<file path="src/rtl/temp_pkg.sv">
// Shared types and Q-format constants for the temperature sensor front ends.
package temp_pkg;

    typedef enum logic [1:0] {
        IDLE  = 2'd0,
        FILL  = 2'd1,
        RUN   = 2'd2,
        STALE = 2'd3
    } fe_state_t;

    localparam int Q7_W    = 8;
    localparam int Q7_MAX  = 127;
    localparam int Q7_MIN  = -128;
    localparam int SHIFT_W = 4;

endpackage

</file>
<file path="src/rtl/temp_scale_sat.sv">
// Combinational offset removal, arithmetic right shift and Q7.0 saturation.
module temp_scale_sat
    import temp_pkg::*;
#(
    parameter int W_IN = 12
) (
    input  logic        [W_IN-1:0]    avg,
    input  logic        [W_IN-1:0]    offset,
    input  logic        [SHIFT_W-1:0] shift,
    output logic signed [Q7_W-1:0]    q_out,
    output logic                      sat
);

    localparam logic signed [W_IN:0] HI = (W_IN+1)'(Q7_MAX);
    localparam logic signed [W_IN:0] LO = (W_IN+1)'(Q7_MIN);

    logic signed [W_IN:0] diff;
    logic signed [W_IN:0] scaled;

    always_comb begin
        diff   = $signed({1'b0, avg}) - $signed({1'b0, offset});
        scaled = diff >>> shift;
        q_out  = scaled[Q7_W-1:0];
        sat    = 1'b0;
        if (scaled > HI) begin
            q_out = Q7_W'(Q7_MAX);
            sat   = 1'b1;
        end else if (scaled < LO) begin
            q_out = Q7_W'(Q7_MIN);
            sat   = 1'b1;
        end
    end

endmodule

</file>
<file path="src/rtl/temp_frontend.sv">
// ADC temperature front end: block average, offset/scale/saturate, and estimator init pulse.
//   state | meaning
//   IDLE  | block disabled, not accepting samples
//   FILL  | first window after enable
//   RUN   | steady state, dropout timer armed
//   STALE | dropout detected, refilling a window
module temp_frontend
    import temp_pkg::*;
#(
    parameter int W_RAW       = 12,
    parameter int AVG_LOG2    = 2,
    parameter int TIMEOUT_CYC = 1024
) (
    input  logic                     clk,
    input  logic                     rst,
    input  logic                     en,
    input  logic        [W_RAW-1:0]  raw_data,
    input  logic                     raw_valid,
    output logic                     raw_ready,
    input  logic        [W_RAW-1:0]  cfg_offset,
    input  logic        [SHIFT_W-1:0] cfg_shift,
    output logic signed [Q7_W-1:0]   T_out,
    output logic                     t_strobe,
    output logic                     t_valid,
    output logic                     init_out,
    output logic                     stale,
    output logic                     sat
);

    localparam int ACC_W = W_RAW + AVG_LOG2;
    localparam int CNT_W = (AVG_LOG2 > 0) ? AVG_LOG2 : 1;
    localparam int TMO_W = (TIMEOUT_CYC > 1) ? $clog2(TIMEOUT_CYC) : 1;
    localparam logic [CNT_W-1:0] CNT_LAST = CNT_W'((1 << AVG_LOG2) - 1);
    localparam logic [TMO_W-1:0] TMO_LOAD = TMO_W'(TIMEOUT_CYC - 1);
    localparam bit HOLD_OFF = (AVG_LOG2 == 0);

    fe_state_t               state_q, state_d;
    logic [ACC_W-1:0]        acc_q, acc_d;
    logic [CNT_W-1:0]        cnt_q, cnt_d;
    logic [TMO_W-1:0]        tmo_q, tmo_d;
    logic signed [Q7_W-1:0]  t_out_q, t_out_d;
    logic                    t_strobe_q, t_strobe_d;
    logic                    t_valid_q, t_valid_d;
    logic                    init_pend_q, init_pend_d;
    logic                    init_out_q, init_out_d;
    logic                    stale_q, stale_d;
    logic                    sat_q, sat_d;
    logic                    raw_ready_q, raw_ready_d;

    logic [ACC_W-1:0]        sum;
    logic [W_RAW-1:0]        avg;
    logic signed [Q7_W-1:0]  q_res;
    logic                    q_sat;
    logic                    accept;
    logic                    win_done;

    assign sum      = acc_q + ACC_W'(raw_data);
    assign avg      = W_RAW'(sum >> AVG_LOG2);
    assign accept   = raw_valid && raw_ready_q;
    assign win_done = accept && (cnt_q == CNT_LAST);

    temp_scale_sat #(.W_IN(W_RAW)) u_scale (
        .avg    (avg),
        .offset (cfg_offset),
        .shift  (cfg_shift),
        .q_out  (q_res),
        .sat    (q_sat)
    );

    always_comb begin
        state_d     = state_q;
        acc_d       = acc_q;
        cnt_d       = cnt_q;
        tmo_d       = tmo_q;
        t_out_d     = t_out_q;
        t_strobe_d  = 1'b0;
        t_valid_d   = t_valid_q;
        init_pend_d = 1'b0;
        init_out_d  = init_pend_q && en;
        stale_d     = stale_q;
        sat_d       = 1'b0;

        if (!en) begin
            state_d   = IDLE;
            acc_d     = '0;
            cnt_d     = '0;
            tmo_d     = '0;
            t_valid_d = 1'b0;
        end else if (state_q == IDLE) begin
            state_d = FILL;
        end else if (accept) begin
            tmo_d = TMO_LOAD;
            if (win_done) begin
                state_d     = RUN;
                acc_d       = '0;
                cnt_d       = '0;
                t_out_d     = q_res;
                t_strobe_d  = 1'b1;
                sat_d       = q_sat;
                t_valid_d   = 1'b1;
                stale_d     = 1'b0;
                init_pend_d = (state_q != RUN);
            end else begin
                acc_d = sum;
                cnt_d = cnt_q + CNT_W'(1);
            end
        end else if (state_q == RUN) begin
            if (tmo_q == '0) begin
                state_d   = STALE;
                stale_d   = 1'b1;
                t_valid_d = 1'b0;
                acc_d     = '0;
                cnt_d     = '0;
            end else begin
                tmo_d = tmo_q - TMO_W'(1);
            end
        end

        // Single-sample windows would strobe on the init cycle; stall one sample instead.
        raw_ready_d = (state_d != IDLE) && !(HOLD_OFF && init_pend_d);
    end

    always_ff @(posedge clk) begin
        if (rst) begin
            state_q     <= IDLE;
            acc_q       <= '0;
            cnt_q       <= '0;
            tmo_q       <= '0;
            t_out_q     <= '0;
            t_strobe_q  <= 1'b0;
            t_valid_q   <= 1'b0;
            init_pend_q <= 1'b0;
            init_out_q  <= 1'b0;
            stale_q     <= 1'b0;
            sat_q       <= 1'b0;
            raw_ready_q <= 1'b0;
        end else begin
            state_q     <= state_d;
            acc_q       <= acc_d;
            cnt_q       <= cnt_d;
            tmo_q       <= tmo_d;
            t_out_q     <= t_out_d;
            t_strobe_q  <= t_strobe_d;
            t_valid_q   <= t_valid_d;
            init_pend_q <= init_pend_d;
            init_out_q  <= init_out_d;
            stale_q     <= stale_d;
            sat_q       <= sat_d;
            raw_ready_q <= raw_ready_d;
        end
    end

    assign raw_ready = raw_ready_q;
    assign T_out     = t_out_q;
    assign t_strobe  = t_strobe_q;
    assign t_valid   = t_valid_q;
    assign init_out  = init_out_q;
    assign stale     = stale_q;
    assign sat       = sat_q;

endmodule

</file>
<file path="config.mk">
export PLATFORM = sky130hd
export DESIGN_NAME = temp_frontend
export DESIGN_NICKNAME = d
export VERILOG_FILES = /design/src/rtl/temp_pkg.sv /design/src/rtl/temp_scale_sat.sv /design/src/rtl/temp_frontend.sv
export SDC_FILE = /design/constraint.sdc
export NUM_CORES = 1
export LEC_CHECK = 0
export CAP_MARGIN = 20
export CORE_UTILIZATION = 57
export DETAILED_ROUTE_END_ITERATION = 8
export PLACE_DENSITY = 0.79
export SETUP_SLACK_MARGIN = 0.3
export SYNTH_ARGS = -nofsm -noshare
export SYNTH_HDL_FRONTEND = slang
export SYNTH_SLANG_ARGS = --single-unit
</file>
<file path="constraint.sdc">
create_clock -name clk -period 7.1 [get_ports clk]
set_clock_uncertainty 0.05 [all_clocks]
set_input_delay 1.065 -clock clk [delete_from_list [all_inputs] [get_ports clk]]
set_output_delay 1.065 -clock clk [all_outputs]
set_load 0.05 [all_outputs]
</file>
==> impl_results.md <==
* Result of the run: completed
* Initial antenna violation count at 0
* Area Growth Syn to Fin at 16.29%
* Half-perimeter wire length after placement at 6.861 mm
* Worst vdd rail ir drop at 0.09632 mV
* Critical path's most frequent cell: o21ai_0
* Number of levels the H-tree was split into at 2
* Number of DRC violations after detailed-routing iteration 0 at 251
* Worst hold path cell count at 1
* Global-route usage over all layers at 28.28%
* Number of antenna repair diodes at 0
* Instance count of the mapped netlist at 469
* Vias in the first global route at 3143
* Cell chosen for the clock root: clkbuf_8
* Data arrival time of the critical path at 6.47 ns
* Critical path endpoint: T_out[6]
* Largest net degree at the start of global routing at 29
* Setup crit end kind: register
* Timing startpoint of the critical path: raw_data[0]
* Number of cells on the critical path at 22
* Period minus WS final at 6.305 ns
* Cell-by-cell listing of the critical path: clkdlybuf4s50_1, ha_1, inv_1, fa_1, nor2b_1, o21ai_0, a21boi_0, o21ai_0, a21boi_0, o21ai_0, a21oi_1, o22ai_1, xnor2_1, ha_1, and3_1, a32oi_2, a31oi_1, nor4_1, nor2_1, o21ai_1, nand4_4, o311ai_2
* Crit Reg-Reg Endpoint: T_out[6]
* Synthesis-stage register bit count at 43
* Number of endpoints failing setup at the final stage at 0
* Worst path buffer plus inverter count at 2
* Worst-Margin Slew at 0.9267 ns
* Sequential fraction of the synthesis area at 23.84%
* Area share of the largest cell type after synthesis at 23.84%
* Global route total overflow at 0
* Hold_buf cts at 0
* Die H at 81.59 µm
* Static Leakage at 1.606 nW
* Cell area power density at 156.3 nW/µm²
* Number of pins with negative max-slew slack in the final report at 0
* Final wirelength at 8.879 mm
* Post-detailed-route count of antenna-violating nets at 0
* Primary FF master, synth: dfxtp_1
* Portion of the clock cycle consumed by the worst path in the final layout at 88.81%
* Synth Warn # at 0
* Die Span X at 81.59 µm
* TritonCTS clock tree: built
* Peak fanout along the critical path at 7
* Total count of hold-check failures in the final report at 0
* Mean cell area of the mapped netlist at 7.699 µm²
* RSZ-0062 raised after global routing: no
* Setup tns final at 0 ns
* Wire length per cell at 15.41 µm
* Netlist Area Pre-Place at 3611 µm²
* Post-synthesis async set-or-reset flop share at 0%
* Number of buffers inserted by port buffering at 45
* CP Class: input port to register
* Source of the worst register-to-register timing path: acc_q[0]
* Maximum root-to-sink buffer count at 2
* Post-cts sizing count at 0
* Launching element type of the critical path: input port
* Unique masters post-synth at 71
* Cell family with most CP delay: compound AO/OA/AOI/OAI gates
* Synthesized net count at 529
* Tightest Hold Check Type: register to register
* Post-CTS setup repair buffer count at 0
* Vias at 3571
* Commonest cells after routing, fill and taps aside: nor2_1, clkdlybuf4s50_1, dfxtp_1
* Largest cells by area after synthesis: dfxtp_1, ha_1, nor2_1
* Internal reg-to-reg setup slack at 1.68 ns
* Global placer's final weighted congestion at 0.9405
* Number of nets in the finished design at 560
* Count of flip-flops with a built-in enable after synthesis at 0
* Stage delay of the slowest cell on the critical path at 0.48 ns
* Detailed-routing iteration count for the pre-antenna-repair pass at 5
* # clock sinks at 43
* Slowest stage cell on the critical path: o21ai_1
* Area of the die at 6657 µm²
* Max-cap viol count at 0
* Most frequent standard cell in the layout excluding fill and tap cells: nor2_1
* Core area at 6026 µm²
* Number of buffers created by CTS at 5
* Starting density of the core at 59.93%
* Slew HR at 38.22%
* Clock insertion delay at the later pin of the skew report at 0.30 ns
* Core Rows at 28
* I/O pin count at 46
* Layout cells sized above 1 at 4.192%
* CP Data Required Time at 7.26 ns
* Vias per inst at 6.200
* Yosys top cell by area: dfxtp_1
* Maximum operating frequency at 0.1586 GHz
* Global-route wire length before repair at 14.66 mm
* Clock slew seen by the registers of the worst setup and hold paths at 0.09 ns
* Final routed DRC violation total at 0
* Register-to-Register Path Depth at 21
* Hold slack at 0.3857 ns
[cells by family (layout without fill, tap and decap cells)]
| kind of cell | count (synthesis) | count (layout) | share of synthesized area, % |
|---|---|---|---|
| AOI/OAI and AO/OA | 151 | 151 | 30.18 |
| adders and majority gates | 28 | 28 | 10.12 |
| DFF | 43 | 43 | 23.84 |
| muxes | 4 | 4 | 1.802 |
| and+or+nand+nor | 168 | 168 | 22.97 |
| buffers and inverters | 53 | 85 | 5.544 |
| xor gates and xnor gates | 22 | 22 | 5.544 |
[per-stage QoR]
step | instances | util [%] | area (µm²) | power, W | setup slack, ns
floorplan | 469 | - | 3611 | 0.0004072 | 1.647
global placement | 567 | 67.57 | 4071 | 0.0004591 | 0.7749
detailed placement | 567 | 67.57 | 4071 | 0.0004606 | 0.5665
CTS | 575 | 69.44 | 4184 | 0.0006552 | 0.8516
global route | 576 | 69.68 | 4199 | 0.0006904 | 0.3333
finish | 576 | 69.68 | 4199 | 0.0006563 | 0.7948
[state kept, by name, summed over array words and instances (netlist names)]
| name | flops |
|---|---|
| acc_q | 14 |
| tmo_q | 10 |
| T_out | 8 |
| cnt_q | 2 |
| state_q | 2 |
| init_out | 1 |
| init_pend_q | 1 |
| raw_ready | 1 |
| sat | 1 |
| stale | 1 |
| t_strobe | 1 |
| t_valid | 1 |
[routing by layer]
| layer | up-vias | wire [µm] | track usage, % |
|---|---|---|---|
| met5 | - | 0 | 0 |
| met4 | 0 | 78 | 7.018 |
| met3 | 8 | 394 | 3.667 |
| met2 | 115 | 4101 | 46.08 |
| met1 | 1644 | 4305 | 39.27 |
| li1 | 1804 | - | - |
[how the worst min path moves through the flow]
stage	start	endpoint
after floorplan	init_pend_q	init_out
after global placement	init_pend_q	init_out
after detailed placement	init_pend_q	init_out
after CTS	init_pend_q	init_out
after global routing	init_pend_q	init_out
final	init_pend_q	init_out
[cell usage after synthesis (3+ instances only)]
library cell,n
a21boi_0,6
a22oi_1,8
xor2_1,7
nor4_1,5
a221oi_1,3
nand2_1,27
dfxtp_1,43
a21oi_1,33
xnor2_1,14
clkbuf_1,19
o211ai_1,12
o31ai_1,5
o21a_1,7
o31a_1,4
a31oi_1,6
or3_1,7
or4_1,3
nor2_1,66
and2_1,5
a211oi_1,7
nor3_1,15
inv_1,30
nand2b_1,3
a311oi_1,6
nand3_1,11
ha_1,26
o21ai_0,16
nor2b_1,8
nand4_1,3
o21ai_1,7
[power by group]
group	switching, W	internal [W]	leakage (nW)
Combinational	0.000124	0.0000891	1.20
Clock	0.0000910	0.000105	0.0581
Sequential	0.00000294	0.000244	0.347
Total	0.000218	0.000438	1.61
[layout make-up]
class                   count  area, µm²
clock buffers               5      68.82
multi-input cells         373       2550
inverters                  31      116.4
fillers                   526       1827
well taps                  75      93.84
repair buffers             46      465.4
flip-flops and latches     43      860.8
clock inverters             3      43.79
(Power assumes the default switching activity.)
